[src/rtl/mult_fu.sv]
// Pipelined RV32M multiply unit: shift-and-add over STAGES chunks of the multiplier,
// with bubble-collapsing stalls and a held result until the CDB grants it.
module mult_fu #(
  parameter int XLEN   = 32,
  parameter int PRF    = 64,
  parameter int STAGES = 4
) (
  input  logic                    clock,
  input  logic                    reset,
  input  logic                    issue_valid,
  input  logic [XLEN-1:0]         issue_opa,
  input  logic [XLEN-1:0]         issue_opb,
  input  logic [1:0]              issue_func,
  input  logic [$clog2(PRF)-1:0]  issue_dest_prf,
  input  logic                    squash,
  output logic                    occupied,
  input  logic                    cdb_grant,
  output logic                    out_valid,
  output logic [XLEN-1:0]         out_data,
  output logic [$clog2(PRF)-1:0]  out_prf_idx
);

  localparam int PW = 2 * XLEN;
  localparam int CW = PW / STAGES;
  localparam int TW = $clog2(PRF);

  localparam logic [1:0] F_MUL    = 2'd0;
  localparam logic [1:0] F_MULH   = 2'd1;
  localparam logic [1:0] F_MULHSU = 2'd2;

  // Partial product of the multiplicand with the low CW bits of the remaining multiplier.
  function automatic logic [PW-1:0] part_prod(input logic [PW-1:0] mcand,
                                              input logic [PW-1:0] mplier);
    logic [PW-1:0] chunk;
    chunk           = '0;
    chunk[CW-1:0]   = mplier[CW-1:0];
    return mcand * chunk;
  endfunction

  logic              r_vld    [STAGES];
  logic [TW-1:0]     r_tag    [STAGES];
  logic [1:0]        r_func   [STAGES];
  logic [PW-1:0]     r_mcand  [STAGES];
  logic [PW-1:0]     r_mplier [STAGES];
  logic [PW-1:0]     r_psum   [STAGES];

  logic [STAGES-1:0] w_adv;
  logic              w_ld0;
  logic              w_accept;
  logic [PW-1:0]     w_ext_a;
  logic [PW-1:0]     w_ext_b;
  logic [PW-1:0]     w_result;

  // Each stage may move on if any later stage is a bubble or the head is granted.
  always_comb begin
    logic acc;
    w_adv             = '0;
    acc               = !r_vld[STAGES-1] || cdb_grant;
    w_adv[STAGES-1]   = acc;
    for (int i = STAGES - 2; i >= 0; i--) begin
      acc      = !r_vld[i+1] || acc;
      w_adv[i] = acc;
    end
  end

  assign w_ld0    = !r_vld[0] || w_adv[0];
  assign occupied = !w_ld0;
  assign w_accept = issue_valid && w_ld0;

  always_comb begin
    w_ext_a = {{XLEN{1'b0}}, issue_opa};
    w_ext_b = {{XLEN{1'b0}}, issue_opb};
    if (issue_func == F_MULH || issue_func == F_MULHSU)
      w_ext_a = {{XLEN{issue_opa[XLEN-1]}}, issue_opa};
    if (issue_func == F_MULH)
      w_ext_b = {{XLEN{issue_opb[XLEN-1]}}, issue_opb};
  end

  always_ff @(posedge clock or posedge reset) begin
    if (reset) begin
      for (int i = 0; i < STAGES; i++) begin
        r_vld[i]    <= 1'b0;
        r_tag[i]    <= '0;
        r_func[i]   <= '0;
        r_mcand[i]  <= '0;
        r_mplier[i] <= '0;
        r_psum[i]   <= '0;
      end
    end else begin
      // stage 0: latch extended operands from the issue port
      if (w_ld0) begin
        r_vld[0]    <= w_accept;
        r_tag[0]    <= issue_dest_prf;
        r_func[0]   <= issue_func;
        r_mcand[0]  <= w_ext_a;
        r_mplier[0] <= w_ext_b;
        r_psum[0]   <= '0;
      end
      // stage i: fold in chunk i-1, then realign multiplicand and multiplier
      for (int i = 1; i < STAGES; i++) begin
        if (w_adv[i-1]) begin
          r_vld[i]    <= r_vld[i-1];
          r_tag[i]    <= r_tag[i-1];
          r_func[i]   <= r_func[i-1];
          r_mcand[i]  <= r_mcand[i-1] << CW;
          r_mplier[i] <= r_mplier[i-1] >> CW;
          r_psum[i]   <= r_psum[i-1] + part_prod(r_mcand[i-1], r_mplier[i-1]);
        end
      end
      if (squash) begin
        for (int i = 0; i < STAGES; i++) r_vld[i] <= 1'b0;
      end
    end
  end

  // output: last chunk is added combinationally from the head stage's registers
  assign w_result    = r_psum[STAGES-1] + part_prod(r_mcand[STAGES-1], r_mplier[STAGES-1]);
  assign out_valid   = r_vld[STAGES-1];
  assign out_prf_idx = r_tag[STAGES-1];
  assign out_data    = (r_func[STAGES-1] == F_MUL) ? w_result[XLEN-1:0] : w_result[PW-1:XLEN];

endmodule
[config.mk]
export PLATFORM = sky130hd
export DESIGN_NAME = mult_fu
export DESIGN_NICKNAME = d
export VERILOG_FILES = /design/src/rtl/mult_fu.sv
export SDC_FILE = /design/constraint.sdc
export NUM_CORES = 2
export LEC_CHECK = 0
export CORE_ASPECT_RATIO = 0.8
export CORE_UTILIZATION = 35
export CTS_CLUSTER_SIZE = 25
export DETAILED_ROUTE_END_ITERATION = 8
export MAX_ROUTING_LAYER = met4
export PLACE_DENSITY = 0.53
export REMOVE_ABC_BUFFERS = 1
export SYNTH_ARGS = -nofsm -noshare
export SYNTH_HDL_FRONTEND = slang
export SYNTH_SLANG_ARGS = --single-unit
[constraint.sdc]
create_clock -name clock -period 14.3 [get_ports clock]
set_input_delay 2.86 -clock clock [delete_from_list [all_inputs] [get_ports clock]]
set_output_delay 2.86 -clock clock [all_outputs]
set_load 0.01 [all_outputs]
==> flow_summary.toml <==
[outcome]
status = "completed"

[setup_path]
arrival_ps = 8560
critPathKind = "reg2out"
worstSetupEndpointType = "primary output"
required_ps = 11440
cp_max_fo = 17
crit_path_start_kind = "flop"
r2r_cells = 33

[detailed_routing]
vias = 46340
wl_mm = 188.0
drc = 0
first_pass_iters = 8
drt_iter0_markers = 2930
viasPerCell = 4.896
drtAntennaViolNets = 0
wl_per_cell_um = 19.86

[grt]
grt_pass1_vias = 49520
grt_antenna_before_repair = 3
grt_pass1_wl_mm = 300.2
grt-ovfl-total = 0
grt_max_degree = 95
grtUsageTotal_pct = 21.87

[clocking]
numCtsBuffers = 50
post_cts_buffers = 0
clk_pin_slew_worst_paths_ps = 70
postCtsHoldBufs = 0
htreeDepth = 2
root_buffer = "clkbuf_16"
clock_latency_ps = 700
cts_tree = "done"
clkSinkCount = 394
cts_resized = 0
clockBufferDepth = 3

[synth]
synth-edff-count = 0
syn_area_per_cell_um2 = 8.948
netlist_area_um2 = 63700
synthCells = 7119
seq_area_frac_synth_pct = 15.48
synth_flop_cell = "dfrtp_1"
async_flop_share_pct = 100.0
synth_cell_types = 73
ys_ff_latch = 394
ys.warnings.count = 0

[final_layout]
mostFrequentLayoutCells = "nand2_1, inv_1, fa_1"
drive_gt1_share_pct = 3.113
layout_commonest_cell = "nand2_1"
syn2layout_area_growth_pct = 8.352
multi_input_area_um2 = 47570
nFillCells = 18430
seq_area_um2 = 9868
nets = 8749

[timing]
holdWs_ps = 456.5
max_clock_freq_mhz = 87.56
hold_viol = 0
finalCritPeriodShare_pct = 79.86
maxSlewViolCount = 0
finalSetupViolCount = 0
rsz0062_at_grt = "false"
tightest_slew_ps = 1257
finalSetupTns_ps = 0
slew_headroom_pct = 14.06
period_minus_slack_ps = 11420
fin_skew_ps = 65.75

[placement]
place.gp.congestion = 0.8933
dp_hpwl_mm = 146.8
port_buffers = 116

[floorplanning]
die_w_um = 479.0
die_h_um = 383.6
core_um2 = 180200
pin_count = 117
die_area_um2 = 183700
start_util_pct = 35.35
num_rows = 139

[flow_run]
max-cap-violations = 0

[worst_hold_path]
hold_depth = 2
hold_class = "reg2reg"
## per-stage QoR
step | worst slack [ps] | cells | util, % | cell area, µm²
3_3_place_gp | 3414 | 9372 | 37.29 | 67200
3_5_place_dp | 3497 | 9372 | 37.29 | 67200
4_1_cts | 2712 | 9465 | 38.30 | 69010
5_1_grt | 2234 | 9465 | 38.30 | 69010
6_report | 2880 | 9466 | 38.31 | 69020
2_1_floorplan | 96.88 | 6788 | - | 62430
## cell usage after synthesis, drive strengths merged (9+ instances only)
library cell	count	share of area (%)
a211o	9	0.12
a211oi	29	0.35
a21o	91	1.1
a21oi	226	1.8
a31oi	24	0.24
and2	373	3.7
and3	24	0.24
buf	19	0.15
clkbuf	312	1.8
dfrtp	394	15
fa	1281	40
ha	364	7.2
inv	1346	7.9
mux2	21	0.37
nand2	1680	9.9
nand2b	32	0.31
nand3	32	0.25
nand4	11	0.11
nor2	179	1.1
nor2b	24	0.24
nor3	23	0.18
o211ai	12	0.14
o21a	29	0.34
o21ai	180	1.4
o21bai	29	0.34
o31ai	17	0.21
or2	9	0.088
or3	10	0.098
xnor2	174	2.4
xor2	74	1.0
## path summary, 6_finish.rpt
check,from,endpoint,slack [ps]
setup / recovery,r_mplier[14],out_data[31],2880
hold / removal,r_mcand[98],r_mcand[50],460
setup reg to reg,r_mcand[158],r_psum[127],3880
hold reg to reg,r_mcand[98],r_mcand[50],460
max in group asynchronous,reset,r_mcand[173],9360
min in group asynchronous,reset,out_prf_idx[3],2680
## worst max-delay path, cell delays in order, from the launching register on
cell and delay (ps):
dfrtp_1 580, nand2_1 250, inv_1 140, fa_1 660, inv_1 100, fa_1 530
inv_1 50, ha_1 190, fa_1 540, inv_1 60, fa_1 540, inv_1 50
fa_1 440, ha_1 320, nor2b_1 140, o21a_1 180, nor2_1 110, xnor2_1 80
ha_1 240, o41ai_1 550, nor2_1 100, a211oi_1 390, o21ai_0 220, xnor2_1 160
o21ai_0 600, clkdlybuf4s50_1 670
## cells by family after synthesis
| kind of cell | synth area share, % |
|---|---|
| xor+xnor | 3.410 |
| buf+inv | 9.918 |
| flops | 15.48 |
| fa+ha+maj | 47.41 |
| simple gates | 16.41 |
| compound gates | 6.960 |
| mux | 0.4184 |
## layer usage
metal | vias up | wire length, µm | global-route usage [%]
met1 | 23880 | 92170 | 32.15
met5 | - | 0 | -
met4 | 0 | 3024 | 3.781
met3 | 165 | 12790 | 3.755
li1 | 21140 | - | -
met2 | 1166 | 79980 | 31.71
## sequential cells by signal, indices dropped and copies added (netlist names)
name and count:
r_func 8, out_prf_idx 6, r_mplier 52, out_valid 1, r_mcand 114, r_psum 192, r_vld 3, r_tag 18
## area by class of cell
type,instances,area share [%]
antenna,1,0.003626
multi-input combinational,5048,68.93
tap,2397,4.345
clock buffer,64,2.005
timing repair buffer,187,2.455
clock inverter,29,0.6309
sequential,394,14.30
inverter,1346,7.333
Power is not shown: default switching activity piles up to over one toggle a cycle in this logic, so the estimate is an artifact.
